==> src/rtl/booth_pkg.sv <==
// Shared types and defaults for the radix-2 sequential Booth multiplier.
package booth_pkg;

   localparam int unsigned DEF_WIDTH = 6;

   typedef enum logic [1:0] {
      IDLE = 2'd0,
      CALC = 2'd1,
      DONE = 2'd2
   } state_t;

endpackage

==> src/rtl/booth.sv <==
// Radix-2 sequential Booth multiplier: one add/sub-and-shift step per clock,
// signed product registered on completion with a one-cycle done pulse.
module booth
   import booth_pkg::*;
#(
   parameter int unsigned WIDTH = DEF_WIDTH
) (
   input  logic                 clk,
   input  logic                 n_rst,
   input  logic [WIDTH-1:0]     M,
   input  logic [WIDTH-1:0]     Q,
   input  logic                 start,
   output logic [2*WIDTH-1:0]   result,
   output logic                 busy,
   output logic                 done
);

   // One guard bit on A and M so subtracting the most negative M cannot overflow.
   localparam int unsigned AW = WIDTH + 1;
   localparam int unsigned CW = $clog2(WIDTH + 1);

   state_t               state_q, state_d;
   logic [AW-1:0]        a_q, a_d;
   logic [AW-1:0]        m_q, m_d;
   logic [WIDTH-1:0]     qr_q, qr_d;
   logic                 qm1_q, qm1_d;
   logic [CW-1:0]        cnt_q, cnt_d;
   logic [2*WIDTH-1:0]   result_d;
   logic                 busy_d, done_d;
   logic [AW-1:0]        sum;

   // Next-state and datapath update.
   always_comb begin
      state_d  = state_q;
      a_d      = a_q;
      m_d      = m_q;
      qr_d     = qr_q;
      qm1_d    = qm1_q;
      cnt_d    = cnt_q;
      result_d = result;
      busy_d   = busy;
      done_d   = 1'b0;
      sum      = a_q;

      unique case (state_q)
         IDLE: begin
            if (start) begin
               m_d     = {M[WIDTH-1], M};
               qr_d    = Q;
               a_d     = '0;
               qm1_d   = 1'b0;
               cnt_d   = CW'(WIDTH);
               busy_d  = 1'b1;
               state_d = CALC;
            end
         end
         CALC: begin
            unique case ({qr_q[0], qm1_q})
               2'b01:   sum = a_q + m_q;
               2'b10:   sum = a_q - m_q;
               default: sum = a_q;
            endcase
            // Arithmetic right shift of the concatenation {A, Qreg, Q(-1)}.
            a_d   = {sum[AW-1], sum[AW-1:1]};
            qr_d  = {sum[0], qr_q[WIDTH-1:1]};
            qm1_d = qr_q[0];
            cnt_d = cnt_q - CW'(1);
            if (cnt_q == CW'(1)) begin
               state_d = DONE;
            end
         end
         DONE: begin
            result_d = {a_q[WIDTH-1:0], qr_q};
            done_d   = 1'b1;
            busy_d   = 1'b0;
            state_d  = IDLE;
         end
         default: begin
            state_d = IDLE;
            busy_d  = 1'b0;
         end
      endcase
   end

   // State and output registers.
   always_ff @(posedge clk or negedge n_rst) begin
      if (!n_rst) begin
         state_q <= IDLE;
         a_q     <= '0;
         m_q     <= '0;
         qr_q    <= '0;
         qm1_q   <= 1'b0;
         cnt_q   <= '0;
         result  <= '0;
         busy    <= 1'b0;
         done    <= 1'b0;
      end else begin
         state_q <= state_d;
         a_q     <= a_d;
         m_q     <= m_d;
         qr_q    <= qr_d;
         qm1_q   <= qm1_d;
         cnt_q   <= cnt_d;
         result  <= result_d;
         busy    <= busy_d;
         done    <= done_d;
      end
   end

endmodule

==> config.mk <==
export PLATFORM = sky130hd
export DESIGN_NAME = booth
export DESIGN_NICKNAME = d
export VERILOG_FILES = /design/src/rtl/booth_pkg.sv /design/src/rtl/booth.sv
export SDC_FILE = /design/constraint.sdc
export NUM_CORES = 1
export LEC_CHECK = 0
export CORE_MARGIN = 1
export CORE_UTILIZATION = 35
export CTS_CLUSTER_SIZE = 14
export DETAILED_ROUTE_END_ITERATION = 12
export HOLD_SLACK_MARGIN = 0.1
export REMOVE_ABC_BUFFERS = 1
export SETUP_SLACK_MARGIN = 0.5
export SYNTH_ARGS = -nofsm -noshare
export SYNTH_HDL_FRONTEND = slang
export SYNTH_SLANG_ARGS = --single-unit
export TNS_END_PERCENT = 30
==> constraint.sdc <==
create_clock -name clk -period 3.15 [get_ports clk]
set_input_delay 0.4725 -clock clk [delete_from_list [all_inputs] [get_ports clk]]
set_output_delay 0.4725 -clock clk [all_outputs]
set_load 0.02 [all_outputs]
# Word level (Yosys, flattened, before mapping)
# Cells that the tools add are included.
dict set report op_classes {
  mux 15
  n_reduce_logical 6
  n_bitwise 1
  n_eq_ne 7
  add_sub_neg 3
}
# cell n
set ops {}
lappend ops {{7-bit case mux with 2 select lines} 2}
lappend ops {{6-bit case mux with 2 select lines} 1}
lappend ops {{2-bit AND reduction} 4}
lappend ops {{7-bit adder} 1}
lappend ops {{7-bit two-way mux} 1}
lappend ops {{7-bit subtractor} 1}
lappend ops {{6-bit two-way mux} 1}
lappend ops {{3-bit case mux with 2 select lines} 1}
lappend ops {{2-bit by 1-bit equality test with 1-bit output, second input constant} 2}
lappend ops {{2-bit equality test, second input constant} 2}
lappend ops {{2-bit two-way mux} 2}
lappend ops {{2-bit inequality test, second input constant} 2}
lappend ops {{1-bit case mux with 2 select lines} 2}
lappend ops {{2-bit case mux with 2 select lines} 1}
lappend ops {{3-bit by 1-bit equality test with 1-bit output, second input constant} 1}
lappend ops {{1-bit two-way mux} 3}
lappend ops {{3-bit two-way mux} 1}
lappend ops {{3-bit by 1-bit subtractor with 3-bit output, second input constant} 1}
lappend ops {{2-bit zero test} 1}
lappend ops {{2-bit nonzero test} 1}
lappend ops {{1-bit NOT} 1}
dict set report word_totals {
  input_bits 15
  word_cells 41
  regBits 39
  out_inout_bits 14
}

# Logic depth before layout (Yosys ltp)
# Gate-level depths: netlist of the first run.
dict set report depth {
  depth_word 3
  depth_mapped 10
  ltp_nobuf 10
}

# Least setup slack after synthesis of the first run
# Ideal clock, no wire load.
dict set report synth_path {
  path_type {reg-to-reg}
  start {reg qm1_q}
  end {reg a_q[4]}
  path_buffers 0
  arrival_time_ns 2.215
  setup_time_ns 0.069
  stages_incl_launch_ff 11
  synth_period_minus_slack_ns 2.284
  path_slack_ns 0.866
  required_ns 3.081
  path_cell_list {dfrtp_1 > inv_1 > ha_1 > mux2_2 > inv_1 > ha_1 > nor2b_1 > o31a_1 > o21a_1 > or3_1 > nand3_1}
}
dict set report synth_between {
  elab_chain_len 3
  elab_cells_between_ends 4
  classes_between {eq/ne: 2; mux: 2}
}
# element line
set synth_rtl {}
lappend synth_rtl {{start, declared} booth.sv:26} ;# logic qm1_q, qm1_d;
lappend synth_rtl {{start signal, assigned} booth.sv:102} ;# qm1_q <= qm1_d;
lappend synth_rtl {{2-bit equality test / 2-bit by 1-bit equality test with 1-bit output (equally long branches)} booth.sv:58} ;# unique case ({qr_q[0], qm1_q})
lappend synth_rtl {{7-bit case mux with 2 select lines *} booth.sv:58}
lappend synth_rtl {{7-bit case mux with 2 select lines *} booth.sv:45} ;# unique case (state_q)
lappend synth_rtl {{end signal, assigned} booth.sv:89} ;# a_q <= '0;
lappend synth_rtl {{end signal, assigned} booth.sv:99} ;# a_q <= a_d;
lappend synth_rtl {{end, declared} booth.sv:23} ;# logic [AW-1:0] a_q, a_d;
# Every way passes the cells marked *; elsewhere a longest branch is shown, timed or not.
# A chain may end at the register's enable or synchronous reset.

# Final worst setup path of the first run
dict set report layout_path {
  start {reg qm1_q}
  end {reg a_q[5]}
}
# Same word-level chain as after synthesis.

==> results of run 1 <==
## report_power, final
group / internal, uW / switching (uW) / leakage [uW]
combinational: 803 / 880 / 0.000562
sequential: 715 / 167 / 0.000436
clock: 338 / 174 / 0.0000714
## synth_stat cells (2+ instances only)
| library cell | number | area (sq um) |
|---|---|---|
| sky130_fd_sc_hd__a211o_1 | 2 | 17.5 |
| sky130_fd_sc_hd__a211oi_1 | 2 | 15.0 |
| sky130_fd_sc_hd__a21oi_1 | 8 | 40.0 |
| sky130_fd_sc_hd__a31oi_1 | 9 | 56.3 |
| sky130_fd_sc_hd__and2_1 | 2 | 12.5 |
| sky130_fd_sc_hd__and3_1 | 2 | 12.5 |
| sky130_fd_sc_hd__buf_2 | 4 | 20.0 |
| sky130_fd_sc_hd__clkbuf_1 | 6 | 22.5 |
| sky130_fd_sc_hd__dfrtp_1 | 38 | 951 |
| sky130_fd_sc_hd__ha_1 | 10 | 125 |
| sky130_fd_sc_hd__inv_1 | 10 | 37.5 |
| sky130_fd_sc_hd__mux2_2 | 11 | 124 |
| sky130_fd_sc_hd__mux2i_1 | 2 | 20.0 |
| sky130_fd_sc_hd__nand2_1 | 32 | 120 |
| sky130_fd_sc_hd__nand2b_1 | 2 | 12.5 |
| sky130_fd_sc_hd__nand3_1 | 5 | 25.0 |
| sky130_fd_sc_hd__nor2_1 | 16 | 60.1 |
| sky130_fd_sc_hd__nor2b_1 | 5 | 31.3 |
| sky130_fd_sc_hd__nor3_1 | 3 | 15.0 |
| sky130_fd_sc_hd__o21a_1 | 3 | 22.5 |
| sky130_fd_sc_hd__o21ai_0 | 15 | 75.1 |
| sky130_fd_sc_hd__o31a_1 | 2 | 17.5 |
| sky130_fd_sc_hd__xnor2_1 | 4 | 35.0 |
## worst paths after layout
kind / end / slack, ps
max: a_q[5]$_DFFE_PN0P_ / 700
min: result[3]$_DFFE_PN0P_ / 280
max reg2reg: a_q[5]$_DFFE_PN0P_ / 700
min reg2reg: result[7]$_DFFE_PN0P_ / 480
max in group asynchronous: a_q[2]$_DFFE_PN0P_ / 2360
min in group clk: result[7]$_DFFE_PN0P_ / 480
## state kept, by name (all words and copies together) (netlist names)
name	flops
busy	1
qr_q	6
done	1
cnt_q	3
qm1_q	1
state_q	2
a_q	6
m_q	6
result	12
## stage by stage
stage          area, sq um  total power, uW  util (%)  worst slack (ps)  hold slack (ps)
2_1_floorplan         1900             2130         -               865              177
3_3_place_gp          2270             2550      43.4               770              463
3_5_place_dp          2270             2580      43.4               724              469
4_1_cts               2420             3120      46.1               699              309
5_1_grt               2420             3400      46.1               542              340
6_report              2420             3080      46.1               695              276
## logic make-up (layout without fill, tap and decap cells)
| family | count (synthesis) | in the layout | synth area share [%] |
|---|---|---|---|
| compound gates | 44 | 44 | 14.0 |
| xor+xnor | 4 | 4 | 1.80 |
| fa+ha+maj | 11 | 11 | 7.46 |
| buf+inv | 20 | 47 | 4.12 |
| flops | 38 | 38 | 48.9 |
| mux | 13 | 13 | 7.40 |
| simple gates | 71 | 71 | 16.4 |
## metal layers
metal | vias to the layer above | track usage, %
met5 | - | 0
met4 | 0 | 5.19
met3 | 6 | 4.19
met2 | 25 | 23.0
met1 | 682 | 19.4
li1 | 734 | -
## final cells by class
| type | instances | area share [%] |
|---|---|---|
| inverters | 10 | 1.55 |
| clock inverters | 2 | 2.49 |
| flip-flops and latches | 38 | 39.4 |
| clock buffers | 6 | 3.42 |
| multi-input cells | 143 | 37.9 |
| well taps | 70 | 3.63 |
| repair buffers | 29 | 11.7 |
## worst reg2reg max path, delay by kind of cell, from the launching register on
kind | cells | cell delay [ps]
AND/OR/NAND/NOR | 1 | 190
adder cells (fa/ha/maj) | 2 | 690
AO/OA/AOI/OAI | 2 | 280
buffers and inverters | 1 | 70
multiplexers | 3 | 790
flip-flops | 1 | 360
==> results, run 1 <==
- The flow ran to the end, and the final reports show no timing, DRC or antenna violations.
- The total area inside the core boundary comes to approximately 0.0052 sq mm.
- The highest layer touched by signal routing is met4.
- The detailed-route via count is 1447.
- The relative area change from synthesis to final layout is 24.2%.
- The most numerous cell type found on the critical path is sky130_fd_sc_hd__mux2i_1.
- The multi-input logic area is just over 900 sq um.
- The H-tree generated during clock tree synthesis spans 2 levels.
- The top fanout value on the critical path is 7.
- The initialized floorplan defines 26 standard-cell rows.
- The number of buffers inserted by hold repair at cts is 0.
- The slowest cell on the critical path is sky130_fd_sc_hd__mux2_2.
- Measured against its own limit, the worst slew margin works out to between 40% and 50%.
- For this configuration, the core starts out at a cell density of around 37%.
- In the layout the commonest cells are sky130_fd_sc_hd__dfrtp_1, sky130_fd_sc_hd__nand2_1, sky130_fd_sc_hd__clkdlybuf4s50_1.
- The critical path starts at qm1_q$_DFFE_PN0P_.
- The final worst-path cycle share is 77.9%.
- The CTS root buffer is sky130_fd_sc_hd__clkbuf_8.
- The number of cells on the critical path is 9.
- The port buffer count is 28.
- The worst register-to-register path has a depth of 9.
- The initial antenna violation count is 0.
- The number of buffers on the longest clock path is 2.
- Across the run, the number of max-cap violations was 0.
- The highest ir drop seen on vdd is approximately 0.43 mV.
- The number of placed I/O pins is 29.
- The per-cell via count in the routed design is roughly 5.
- The latest clock arrival within the worst-skew pair is between 200 and 300 ps.
- The clock tree from TritonCTS is done.
- In the synthesized netlist the dominant register cell turns out to be sky130_fd_sc_hd__dfrtp_1.
- The number of buffer and inverter instances along the worst setup path is 1.
- The total setup violations reported at the end of the flow is 0.
- The number of antenna diodes in the final layout is 0.
- Synthesis handed over a netlist of around 200 instances.
- The worst path needs ~2500 ps of the cycle, external delays included.
- Setup repair after global routing left no endpoint under its margin.
- The number of enable flip-flop cells after synthesis is 0.
- The routed wirelength normalized by instance count is ~13 um.
- For this run, the top clock speed supported by timing is a little over 400 MHz.
- The biggest cell delay along the critical path is about 400 ps.
- The sequential share of the synthesized area is between 40 and 50%.
- The number of global-route vias before repair is 1446.
- At the pin with the least slew margin, the transition time is 832 ps.
- CTS saw 38 sinks.
- Summed over all layers, the routed wires come to roughly 3800 um.
- The die boundary height is 76.6 um.
- The tightest min-delay check is of the input pin to async pin type.
- The met3 wire length is 142 um.
- The total CTS buffers is 5.
- The total count of hold-check failures in the final report is 0.
- The largest clock skew in the final design is 5.20 ps.
- The cell total after placement is between 200 and 300.
- The average instance in the mapped netlist occupies 9.68 sq um.
- During synthesis, Yosys emitted a total of 0 warnings.
- In this run the critical register-to-register path is launched from qm1_q$_DFFE_PN0P_.
- The synthesized design contains 38 register bits.
- The startpoint-to-endpoint class of the critical path is register to register.
- In this run the post-CTS setup repair buffer count came out at 0.
- The met1 wire length is approximately 1900 um.
- The standby leakage power is 0.00107 uW.
- The met2 routed wirelength is roughly 1700 um.
- In the final layout, the share of cells above drive strength 1 is a little over a tenth.
- The width of the die is about 77 um.
- The mapped netlist covers a little under 0.002 sq mm.
- The layout has between 500 and 600 filler cells.
- The number of cells in the finished layout apart from fillers is 298.
- The register area is approximately 950 sq um.
- Global routing used ~15% of the available tracks across all layers.
- The final max-slew violation count is 0.
- The largest net degree at the start of global routing is 39.
- The post-cts gate resize count is 0.
- Summed over all layers, the global routing overflow is 0.
- The critical path goes through inv_1 -> ha_1 -> mux2_2 -> fa_1 -> nor2b_1 -> o31a_1 -> o22ai_2 -> mux2i_1 -> mux2i_1.
- The worst setup path is launched from a register.
- In the routed design, unresolved DRC markers number 0.
- The clock-pin slew on the worst setup and hold paths is 80 ps.
- The HPWL after detailed placement is around 2600 um.
- Leaving out fill and tap cells, the most frequent cell in the layout is sky130_fd_sc_hd__dfrtp_1.
- Data on the critical path arrives at its endpoint at between 2000 and 3000 ps.
- The power per standard cell area is 1270 mW/mm^2.
- The cell family contributing the most delay on the critical path is multiplexers.
- The count of nets left with antenna violations once routing finished came out at 0.
- The type of element capturing the critical path is a register.
- The worst path required time is between 3000 and 4000 ps.
- The sum of negative setup slack is 0 ps.
- The first-pass GRT wire length is slightly below 7000 um.
- The post-synthesis async set-or-reset flop share is between 90% and 100%.
- The count of unique library cells instantiated by Yosys is 31.
- The number of DRC markers after the initial detailed-route iteration is 69.
- The final layout contains around 250 nets.
- The total die area is ~0.006 sq mm.
- At the end of routability-driven placement, the weighted congestion stood at about 0.83.
- The number of iterations in the first detailed-routing pass is 4.
(Power assumes the default switching activity.)
==> run 2, diff against run 1 <==
clock period = 2.12 ns   (was 3.15 ns; I/O delays follow)
==> run 2 against run 1 <==
- the flow now finishes with violations (negative setup slack)
- sequential power is 49% higher
- die area stayed put
- core utilization is 6.1 points higher
- critical path depth is 1 higher
- clock-buffer cell count stayed put
- design area is 13% higher
- via count is 10% higher
- clock power is 49% higher
- global-route usage is 2.1 points higher
- highest routed layer unchanged
==> results, run 2 (synthesis gave the netlist of run 1 again) <==
- Status: complete, but fails checks (was completed).
- The final reports fail on negative setup slack.
- The number of iterations in the first detailed-routing pass is 4 (unchanged).
- The number of nets in the layout is 279 (was 253).
- The total CTS buffers is 5 (unchanged).
- The number of global-route vias before repair came to 1603 (was 1446).
- The top fanout value on the critical path was 2 (was 7).
- The total routing resource utilization after global routing is 16.8% (was 14.7%).
- Commonest cells after routing, fill and taps aside: sky130_fd_sc_hd__dfrtp_1, sky130_fd_sc_hd__nand2_1, sky130_fd_sc_hd__clkdlybuf4s50_1 (unchanged).
- The startpoint-to-endpoint class of the critical path is register to register (unchanged).
- The sum of internal, switching and leakage power is 5510 uW (was 3080 uW).
- The highest ir drop seen on vdd was 0.897 mV (was 0.429 mV).
- The number of routed nets with antenna violations is 0 (unchanged).
- The CTS root buffer is sky130_fd_sc_hd__clkbuf_8 (unchanged).
- The number of placed I/O pins is 29 (unchanged).
- The sink count of the clock tree came to 38 (unchanged).
- The largest clock skew in the final design is 7.09 ps (was 5.20 ps).
- The count of standard-cell rows is 26 (unchanged).
- The commonest non-fill, non-tap cell in the layout is sky130_fd_sc_hd__dfrtp_1 (unchanged).
- The final max-slew violation count came to 0 (unchanged).
- The HPWL after detailed placement is 2850 um (was 2640 um).
- The worst endpoint data arrival time is 2450 ps (was 2680 ps).
- The relative slew slack is 51.9% (was 44.6%).
- The initial cell density of the core is 37.1% (unchanged).
- The standby leakage power is 0.00122 uW (was 0.00107 uW).
- The routed wirelength normalized by instance count is 13.0 um (was 12.6 um).
- The final worst-path cycle share was 105% (was 77.9%).
- The die boundary height came to 76.6 um (unchanged).
- The aggregate global routing overflow is 0 (unchanged).
- The largest net degree at the start of global routing is 19 (was 39).
- The total die area is 0.00586 sq mm (unchanged).
- The minimum setup slack after placement is -179 ps (was 724 ps).
- The type of element capturing the critical path was a register (unchanged).
- The maximum achievable frequency came to 451 MHz (was 407 MHz).
- The post-route minimum period is 2220 ps (was 2450 ps).
- The startpoint of the most critical register-to-register path was m_q[1]$_DFFE_PN0P_ (was qm1_q$_DFFE_PN0P_).
- The final weighted congestion of routability-driven global placement is 0.844 (was 0.831).
- The final wirelength is 4210 um (was 3760 um).
- Setup repair after global routing missed its margin: yes (was no).
- The slack of the worst reg-to-reg path is -100 ps (was 700 ps).
- The clock tree from TritonCTS is done (unchanged).
- The number of max-capacitance violations reported came to 0 (unchanged).
- The number of cells traversed by the worst register-to-register path is 10 (was 9).
- The per-cell via count in the routed design came to 4.91 (was 4.86).
- The port buffer count came to 28 (unchanged).
- The fraction of final layout cells sized beyond drive strength 1 was 26.4% (was 10.5%).
- The post-layout utilization of the core came to 52.2% (was 46.1%).
- The power per standard cell area is 2010 mW/mm^2 (was 1270 mW/mm^2).
- The total setup violations reported at the end of the flow was 3 (was 0).
- The kind of path behind the tightest hold check is input pin to async pin (unchanged).
- The worst setup slack after layout was -95.9 ps (was 695 ps).
- The total count of hold-check failures in the final report is 0 (unchanged).
- The terminus of the critical flop-to-flop path was a_q[4]$_DFFE_PN0P_ (was a_q[5]$_DFFE_PN0P_).
- The width of the die is 76.6 um (unchanged).
- The detailed-route via count is 1592 (was 1447).
- The number of buffers on the longest clock path is 2 (unchanged).
- The initial antenna violation count was 0 (unchanged).
- The relative area change from synthesis to final layout is 40.6% (was 24.2%).
- The clock-pin slew on the worst setup and hold paths is 80 ps (about the same).
- The worst path required time was 2350 ps (was 3370 ps).
- The flip-flop count of the largest register, all copies and words added came to 12 (unchanged).
- The first-pass GRT wire length is 7520 um (was 6780 um).
- The number of diodes came to 0 (unchanged).
- The slew at the pin closest to its max-slew limit is 721 ps (was 832 ps).
- The top register by number of flip-flops is result (unchanged).
- The number of DRC markers after the initial detailed-route iteration was 50 (was 69).
- The launching element type of the critical path is a register (unchanged).
- The maximum level of the CTS H-tree came to 2 (unchanged).
- The placeable core area is 0.00524 sq mm (unchanged).
- The residual DRC count was 0 (unchanged).
- The latest clock arrival within the worst-skew pair came to 290 ps (about the same).
run 2: cell count changes in the layout (fill, tap and decap cells not counted), moves of 3 or more:
| cell | previous run | this run |
|---|---|---|
| sky130_fd_sc_hd__buf_4 | 1 | 25 |
| sky130_fd_sc_hd__inv_2 | 0 | 4 |
| sky130_fd_sc_hd__o21ai_0 | 15 | 12 |
| sky130_fd_sc_hd__inv_1 | 10 | 6 |
| sky130_fd_sc_hd__ha_1 | 10 | 6 |
| sky130_fd_sc_hd__ha_4 | 0 | 3 |
| sky130_fd_sc_hd__o21ai_1 | 0 | 3 |
run 2: repair_timing:
action	in CTS	in global routing
endpoints found under the setup margin	6	7
hold buffers	1	0
hold endpoints to repair	11	0
pin swaps	10	11
setup buffers	5	0
resized for setup	15	16
run 2: worst max path at each step:
| stage | start | endpoint | slack, ps |
|---|---|---|---|
| final | m_q[1]$_DFFE_PN0P_ | a_q[4]$_DFFE_PN0P_ | -100 |
| after global routing | m_q[0]$_DFFE_PN0P_ | a_q[5]$_DFFE_PN0P_ | -230 |
| after CTS | m_q[1]$_DFFE_PN0P_ | a_q[4]$_DFFE_PN0P_ | -150 |
| after detailed placement | qm1_q$_DFFE_PN0P_ | a_q[4]$_DFFE_PN0P_ | -180 |
| after global placement | qm1_q$_DFFE_PN0P_ | a_q[5]$_DFFE_PN0P_ | -150 |
| after floorplan | qm1_q$_DFFE_PN0P_ | a_q[4]$_DFFE_PN0P_ | -170 |
run 2: metal layers:
| layer | vias to the layer above | track usage, % | wire [um] | share of wire [%] |
|---|---|---|---|---|
| met1 | 754 | 20.4 | 2010 | 48 |
| met4 | 0 | 8.46 | 90 | 2.1 |
| met3 | 8 | 4.19 | 172 | 4.1 |
| li1 | 796 | - | - | - |
| met2 | 34 | 27.7 | 1940 | 46 |
| met5 | - | 0 | 0 | 0 |
run 2: final cells by class:
cell class,count,area [sq um]
Fill cell,480,2500
Multi-Input combinational cell,143,1030
Sequential cell,38,951
Timing Repair Buffer,55,487
Tap cell,70,87.6
Clock buffer,6,82.6
Clock inverter,2,60.1
Inverter,10,37.5
run 2: power breakdown:
part	switching [uW]	internal [uW]	leakage, uW
Clock	263	502	0.0000714
Combinational	1600	1820	0.000715
Sequential	256	1060	0.000436
run 2: worst max-delay path, stage by stage, from the launching register on:
cell,delay [ps]
sky130_fd_sc_hd__dfrtp_1,390
sky130_fd_sc_hd__inv_2,90
sky130_fd_sc_hd__ha_4,200
sky130_fd_sc_hd__mux2_4,290
sky130_fd_sc_hd__inv_2,70
sky130_fd_sc_hd__ha_4,190
sky130_fd_sc_hd__nor2b_4,120
sky130_fd_sc_hd__o31a_1,260
sky130_fd_sc_hd__o21a_1,180
sky130_fd_sc_hd__or3_1,310
sky130_fd_sc_hd__nand3_1,70
run 2: through the flow:
| stage | area (sq um) | TNS, ps | hold slack, ps | cells |
|---|---|---|---|---|
| 2_1_floorplan | 1900 | -296 | 22.4 | 191 |
| 3_3_place_gp | 2420 | -435 | 211 | 310 |
| 3_5_place_dp | 2420 | -454 | 218 | 310 |
| 4_1_cts | 2670 | -295 | 434 | 324 |
| 5_1_grt | 2740 | -572 | 445 | 324 |
| 6_report | 2740 | -176 | 422 | 324 |
